$ cat src/rtl/cobra_ctrl_pkg.sv
// Purpose: shared types and defaults for the CYBERcobra execution controller.
// Latency: n/a (declarations only).
// Backpressure: n/a.
//
// Contents:
//   ctrl_state_t        - controller FSM state
//   DEBOUNCE_CYCLES_DEF - default debounce length (10 ms at 100 MHz)
//   RUN_DIV_DEF         - default free-run divider (10 pulses/s at 100 MHz)
//   bp_match()          - breakpoint compare helper
package cobra_ctrl_pkg;

  typedef enum logic [2:0] {
    IDLE  = 3'd0,
    STEP  = 3'd1,
    RUN   = 3'd2,
    CHECK = 3'd3,
    HALT  = 3'd4
  } ctrl_state_t;

  localparam int unsigned DEBOUNCE_CYCLES_DEF = 1_000_000;
  localparam int unsigned RUN_DIV_DEF         = 10_000_000;

  // Breakpoint hits only when armed and the core output equals the target.
  function automatic logic bp_match(input logic        en,
                                    input logic [31:0] core_out,
                                    input logic [31:0] bp_value);
    return en && (core_out == bp_value);
  endfunction

endpackage

$ cat src/rtl/cobra_debounce.sv
// Purpose: 2-flop synchroniser + level debouncer + rising-edge pulse for one raw input.
// Latency: raw edge to level_o/rise_o is 2 + DEBOUNCE_CYCLES cycles.
// Backpressure: none; free-running, the input is sampled every cycle.
//
// Ports:
//   clk_i   - system clock
//   rst_i   - asynchronous active-high reset
//   raw_i   - raw board input, asynchronous to clk_i
//   level_o - debounced level (registered)
//   rise_o  - one-cycle pulse in the first cycle level_o is high (registered)
module cobra_debounce
  import cobra_ctrl_pkg::*;
#(
  parameter int unsigned DEBOUNCE_CYCLES = DEBOUNCE_CYCLES_DEF
) (
  input  logic clk_i,
  input  logic rst_i,
  input  logic raw_i,
  output logic level_o,
  output logic rise_o
);

  // The counter only has to reach DEBOUNCE_CYCLES-1: the sample that would
  // make it DEBOUNCE_CYCLES is the one that flips the level.
  localparam int unsigned CW = (DEBOUNCE_CYCLES > 1) ? $clog2(DEBOUNCE_CYCLES) : 1;
  localparam logic [CW-1:0] CNT_LAST = CW'(DEBOUNCE_CYCLES - 1);

  logic [1:0]    sync_q;
  logic          level_q, level_d;
  logic [CW-1:0] cnt_q, cnt_d;
  logic          rise_q, rise_d;

  // sync_q[1] is the metastability-safe sample; sync_q[0] is never used
  // outside the synchroniser.
  always_ff @(posedge clk_i or posedge rst_i) begin
    if (rst_i) begin
      sync_q <= 2'b00;
    end else begin
      sync_q <= {sync_q[0], raw_i};
    end
  end

  // Any sample matching the current level restarts the run of differing
  // samples, so only an uninterrupted run can change the level.
  always_comb begin
    cnt_d   = '0;
    level_d = level_q;
    if (sync_q[1] != level_q) begin
      if (cnt_q == CNT_LAST) begin
        level_d = ~level_q;
      end else begin
        cnt_d = cnt_q + CW'(1);
      end
    end
  end

  assign rise_d = level_d & ~level_q;

  always_ff @(posedge clk_i or posedge rst_i) begin
    if (rst_i) begin
      level_q <= 1'b0;
      cnt_q   <= '0;
      rise_q  <= 1'b0;
    end else begin
      level_q <= level_d;
      cnt_q   <= cnt_d;
      rise_q  <= rise_d;
    end
  end

  assign level_o = level_q;
  assign rise_o  = rise_q;

endmodule

$ cat src/rtl/cobra_step_ctrl.sv
// Purpose: turns step button / run switch into single-cycle core advance enables, with breakpoint halt.
// Latency: press -> core_en_o next cycle; RUN entry -> first pulse after RUN_DIV-1 cycles, then every RUN_DIV+1.
// Backpressure: none; the core always accepts core_en_o, presses during RUN/HALT/STEP/CHECK are dropped.
//
// Ports:
//   clk_i       - 100 MHz system clock
//   rst_i       - asynchronous active-high reset
//   btn_step_i  - raw step push-button (asynchronous)
//   run_i       - raw run switch (asynchronous)
//   bp_en_i     - breakpoint enable (quasi-static)
//   bp_value_i  - breakpoint compare value
//   core_out_i  - core out_o, compared in CHECK only
//   core_en_o   - one-cycle advance enable to the core
//   halted_o    - high while stopped on a breakpoint
//   running_o   - high while free-running
//   step_cnt_o  - core_en_o pulses issued since reset (wraps)
module cobra_step_ctrl
  import cobra_ctrl_pkg::*;
#(
  parameter int unsigned DEBOUNCE_CYCLES = DEBOUNCE_CYCLES_DEF,
  parameter int unsigned RUN_DIV         = RUN_DIV_DEF
) (
  input  logic        clk_i,
  input  logic        rst_i,
  input  logic        btn_step_i,
  input  logic        run_i,
  input  logic        bp_en_i,
  input  logic [31:0] bp_value_i,
  input  logic [31:0] core_out_i,
  output logic        core_en_o,
  output logic        halted_o,
  output logic        running_o,
  output logic [31:0] step_cnt_o
);

  localparam int unsigned DW = $clog2(RUN_DIV);
  localparam logic [DW-1:0] DIV_LAST = DW'(RUN_DIV - 1);

  // ---------------------------------------------------------------------------
  // Input conditioning
  // ---------------------------------------------------------------------------
  logic press;
  logic btn_lvl_unused;
  logic run_lvl;
  logic run_rise_unused;

  cobra_debounce #(
    .DEBOUNCE_CYCLES (DEBOUNCE_CYCLES)
  ) u_btn_db (
    .clk_i   (clk_i),
    .rst_i   (rst_i),
    .raw_i   (btn_step_i),
    .level_o (btn_lvl_unused),
    .rise_o  (press)
  );

  cobra_debounce #(
    .DEBOUNCE_CYCLES (DEBOUNCE_CYCLES)
  ) u_run_db (
    .clk_i   (clk_i),
    .rst_i   (rst_i),
    .raw_i   (run_i),
    .level_o (run_lvl),
    .rise_o  (run_rise_unused)
  );

  // ---------------------------------------------------------------------------
  // FSM, run divider, pulse decode
  // ---------------------------------------------------------------------------
  ctrl_state_t   state_q, state_d;
  logic [DW-1:0] div_q, div_d;
  logic          core_en;
  logic          bp_hit;

  assign bp_hit = bp_match(bp_en_i, core_out_i, bp_value_i);

  always_comb begin
    state_d = state_q;
    core_en = 1'b0;
    unique case (state_q)
      IDLE: begin
        // A press beats a simultaneous run qualification.
        if (press) begin
          state_d = STEP;
        end else if (run_lvl) begin
          state_d = RUN;
        end
      end
      STEP: begin
        core_en = 1'b1;
        state_d = CHECK;
      end
      RUN: begin
        // Switch-off wins over a terminal count landing in the same cycle,
        // so the pulse is suppressed as well as the transition.
        if (!run_lvl) begin
          state_d = IDLE;
        end else if (div_q == DIV_LAST) begin
          core_en = 1'b1;
          state_d = CHECK;
        end
      end
      CHECK: begin
        // core_out_i has had a full cycle to settle after the pulse.
        if (bp_hit) begin
          state_d = HALT;
        end else if (run_lvl) begin
          state_d = RUN;
        end else begin
          state_d = IDLE;
        end
      end
      HALT: begin
        if (!run_lvl) begin
          state_d = IDLE;
        end
      end
      default: begin
        state_d = IDLE;
      end
    endcase
  end

  // The divider only advances while staying in RUN; every entry into RUN
  // (from IDLE or CHECK) therefore starts at zero.
  always_comb begin
    div_d = '0;
    if ((state_q == RUN) && (state_d == RUN)) begin
      div_d = div_q + DW'(1);
    end
  end

  always_ff @(posedge clk_i or posedge rst_i) begin
    if (rst_i) begin
      state_q <= IDLE;
      div_q   <= '0;
    end else begin
      state_q <= state_d;
      div_q   <= div_d;
    end
  end

  // ---------------------------------------------------------------------------
  // Step counter
  // ---------------------------------------------------------------------------
  logic [31:0] step_cnt_q;
  logic [31:0] step_cnt_d;

  assign step_cnt_d = step_cnt_q + {31'd0, core_en};

  always_ff @(posedge clk_i or posedge rst_i) begin
    if (rst_i) begin
      step_cnt_q <= '0;
    end else begin
      step_cnt_q <= step_cnt_d;
    end
  end

  // ---------------------------------------------------------------------------
  // Outputs: decoded purely from flops (state, divider, debounced run level),
  // never from raw inputs, so they are glitch-free at the core boundary.
  // ---------------------------------------------------------------------------
  assign core_en_o  = core_en;
  assign halted_o   = (state_q == HALT);
  assign running_o  = (state_q == RUN);
  assign step_cnt_o = step_cnt_q;

endmodule
$ cat config.mk
export PLATFORM = sky130hd
export DESIGN_NAME = cobra_step_ctrl
export DESIGN_NICKNAME = d
export VERILOG_FILES = /design/src/rtl/cobra_ctrl_pkg.sv /design/src/rtl/cobra_debounce.sv /design/src/rtl/cobra_step_ctrl.sv
export SDC_FILE = /design/constraint.sdc
export NUM_CORES = 1
export LEC_CHECK = 0
export ABC_AREA = 1
export CAP_MARGIN = 40
export CORE_ASPECT_RATIO = 0.8
export CORE_UTILIZATION = 55
export DETAILED_ROUTE_END_ITERATION = 16
export PLACE_DENSITY = 0.83
export SYNTH_ARGS = -nofsm -noshare
export SYNTH_HDL_FRONTEND = slang
export SYNTH_SLANG_ARGS = --single-unit
export TNS_END_PERCENT = 10
$ cat constraint.sdc
create_clock -name clk_i -period 4.9 [get_ports clk_i]
set_input_delay 0.49 -clock clk_i [delete_from_list [all_inputs] [get_ports clk_i]]
set_output_delay 0.49 -clock clk_i [all_outputs]
set_load 0.02 [all_outputs]
==> results.toml <==
[status]
status = "finished clean"

[grt]
grt_pass1_wl_microns = 23700
grt_pass1_vias = 5196
overflow = 0
grt_max_degree = 71
grt_usage_pct = 26.6
antenna_found_initial = 0

[cells_and_area]
fillers = 766
layout_common_cells = "nand2_1, nor2_1, inv_1, dfrtp_1, clkdlybuf4s50_1"
area_growth_pct = 24.9
n_antenna_cell = 0
utilization_pct = 71.8
fin_nets = 955
final_layout_size_suffix_gt1_share_pct = 6.44
final_common_cell = "nand2_1"

[setup_path]
rr_worst_depth = 17
startpoint = "div_q[0]"
worstPathRequired_ns = 5.13
regToRegSetupSlack_ns = 1.95
cp_max_fo = 4
arrival_ns = 3.18
timing.rr.start = "div_q[0]"
r2r-end = "step_cnt_o[30]"
endpoint = "step_cnt_o[30]"
critPathLaunchType = "flop"
setup.worst_path.end_class = "flop"
critical_path_class = "flop to flop"

[placement]
dp.final_hpwl_microns = 10600
place_congestion = 0.952
io_buffers = 103

[route]
wirelength_microns = 13900
post_drt_via_cell_ratio = 5.11
dr.pass1.iters = 5
wl_per_cell_microns = 13.6
ant_nets = 0
dr_total_vias = 5239
drc = 0
first_iter_violations = 395

[run]
drv_cap = 0

[sta]
setup_viol = 0
slew_viol_final = 0
tightestPinTransition_ns = 0.497
finalCritPeriodShare_pct = 60.2
rsz0062_at_grt = "no"
skew_ns = 0.00734
fmax_mhz = 339
period_needed_ns = 2.95
hold_viol_final = 0
slew_headroom_pct = 66.6
setup_tns_ns = 0

[logic_synthesis]
ys_seq_area_share_pct = 44.2
synth_seq_cells = 106
netlist_area_sq_um = 6000
syn_nets = 842
syn_avg_cell_area_sq_um = 7.81
yosys_warnings = 0
syn-instance-count = 768
synth_cell_types = 39

[floorplan]
ios = 104
row_count = 33
die_w_microns = 119
start_util_pct = 57.4
die_h_microns = 95.4
coreArea_sq_um = 10400
die_area_sq_um = 11300

[cts]
cts.sinks = 106
path_clk_slew_ns = 0.07
cts_tree = "built"
postCtsHoldBufs = 0
cts_made_buffers = 9
cts_resized = 0
cts-root-buf = "clkbuf_16"
cts_buffer_depth = 2
htreeDepth = 3
insertion_delay_ns = 0.35
postCtsSetupBuffers = 0

[pwr]
irDropWorstVdd_mv = 0.171
cellPowerDensity_nw_per_um2 = 226
p_leak_nw = 3.37

[worst_hold_path]
hold_path_class = "flop to flop"
[how the worst min path moves through the flow]
| stage | from | end | slack, ns | cells past startpoint |
|---|---|---|---|---|
| 2_1_floorplan | u_btn_db.sync_q[0] | u_btn_db.sync_q[1] | 0.33 | 0 |
| 3_3_place_gp | u_btn_db.sync_q[0] | u_btn_db.sync_q[1] | 0.33 | 0 |
| 3_5_place_dp | u_btn_db.sync_q[0] | u_btn_db.sync_q[1] | 0.34 | 0 |
| 4_1_cts | u_btn_db.sync_q[0] | u_btn_db.sync_q[1] | 0.35 | 0 |
| 5_1_grt | u_run_db.sync_q[0] | u_run_db.sync_q[1] | 0.36 | 0 |
| 6_report | u_btn_db.sync_q[0] | u_btn_db.sync_q[1] | 0.35 | 0 |
[metal layers]
metal / global-route usage [%] / vias to the layer above / routed length, microns
li1: - / 2625 / -
met1: 34.4 / 2423 / 6340
met2: 44.6 / 163 / 6550
met3: 5.80 / 28 / 760
met4: 9.39 / 0 / 279
met5: 0 / - / 0
[cell type report]
| cell class | count | area, sq um | share of cell area (%) |
|---|---|---|---|
| Clock buffer | 9 | 225 | 3.00 |
| Clock inverter | 6 | 50.0 | 0.668 |
| Inverter | 120 | 453 | 6.04 |
| Multi-Input combinational cell | 539 | 2880 | 38.4 |
| Sequential cell | 106 | 2650 | 35.4 |
| Tap cell | 140 | 175 | 2.34 |
| Timing Repair Buffer | 105 | 1070 | 14.2 |
[sequential cells by signal, indices dropped and copies added (netlist names)]
register          cells
u_btn_db.sync_q       2
u_btn_db.cnt_q       20
u_btn_db.level_o      1
step_cnt_o           32
div_q                24
u_btn_db.rise_o       1
u_run_db.cnt_q       20
u_run_db.sync_q       2
u_run_db.level_o      1
state_q               3
[per-stage QoR]
stage | hold WS, ns | area [sq um] | cells | setup WS, ns | power (W)
after global placement | 0.332 | 7190 | 1009 | 2.19 | 0.00103
after detailed placement | 0.336 | 7220 | 1010 | 2.03 | 0.00103
final | 0.352 | 7500 | 1025 | 1.95 | 0.00170
after CTS | 0.354 | 7500 | 1025 | 1.95 | 0.00171
after global routing | 0.360 | 7500 | 1025 | 1.73 | 0.00176
after floorplan | 0.331 | 6000 | 768 | 1.62 | 0.000955
[worst max-delay path: stages (launching register included)]
cell,delay (ns)
dfrtp_1,0.39
ha_1,0.20
nand3_1,0.12
inv_1,0.11
nand2_1,0.10
nor2_1,0.10
nand3_1,0.13
nand2_1,0.13
ha_1,0.22
ha_1,0.27
nand3_4,0.14
nor3_4,0.19
nand3_2,0.15
nor2_4,0.19
nand2_4,0.08
nor2_4,0.10
nand2_1,0.06
xor2_1,0.15
[power breakdown]
part / switching [W] / internal [W]
combinational: 0.0000600 / 0.0000707
sequential: 0.00000340 / 0.000880
clock: 0.000333 / 0.000349
[synth_stat cells]
| cell | count | area share (%) |
|---|---|---|
| or2_1 | 1 | 0.10 |
| or2_2 | 2 | 0.21 |
| o21ai_0 | 11 | 0.92 |
| nor2_2 | 6 | 0.63 |
| inv_1 | 115 | 7.2 |
| nor3_1 | 38 | 3.2 |
| a211oi_1 | 1 | 0.13 |
| nand3_2 | 5 | 0.83 |
| inv_2 | 4 | 0.25 |
| dfrtp_1 | 106 | 44 |
| nand2_1 | 165 | 10 |
| nand3b_1 | 2 | 0.25 |
| nand3_4 | 1 | 0.29 |
| nor3b_1 | 6 | 0.75 |
| xor2_1 | 54 | 7.9 |
| nand2_4 | 2 | 0.38 |
| nand3_1 | 33 | 2.8 |
| clkinv_1 | 1 | 0.062 |
| buf_6 | 1 | 0.19 |
| a31oi_1 | 2 | 0.21 |
| mux2_2 | 1 | 0.19 |
| nor2_4 | 3 | 0.56 |
| o22ai_1 | 2 | 0.21 |
| a21oi_1 | 13 | 1.1 |
| o21a_1 | 1 | 0.13 |
| nand4_1 | 15 | 1.6 |
| clkbuf_1 | 1 | 0.062 |
| buf_4 | 1 | 0.13 |
| xnor2_1 | 19 | 2.8 |
| nor3_2 | 7 | 1.2 |
| nor2_1 | 124 | 7.8 |
| ha_1 | 5 | 1.0 |
| nor3_4 | 2 | 0.54 |
| nand2_2 | 4 | 0.42 |
| nand4_2 | 1 | 0.21 |
| nor4_1 | 8 | 0.83 |
| nor4_2 | 1 | 0.21 |
| and2_1 | 1 | 0.10 |
| and3_1 | 3 | 0.31 |
[cells by family (layout without fill, tap and decap cells)]
logic type | Yosys count | in the layout | share of synthesized area, %
and+or+nand+nor | 430 | 430 | 33.4
buffers and inverters | 123 | 240 | 7.88
DFF | 106 | 106 | 44.2
xor gates and xnor gates | 73 | 73 | 10.7
AOI/OAI and AO/OA | 30 | 30 | 2.67
adders and majority gates | 5 | 5 | 1.04
muxes | 1 | 1 | 0.188
(Power assumes the default switching activity.)
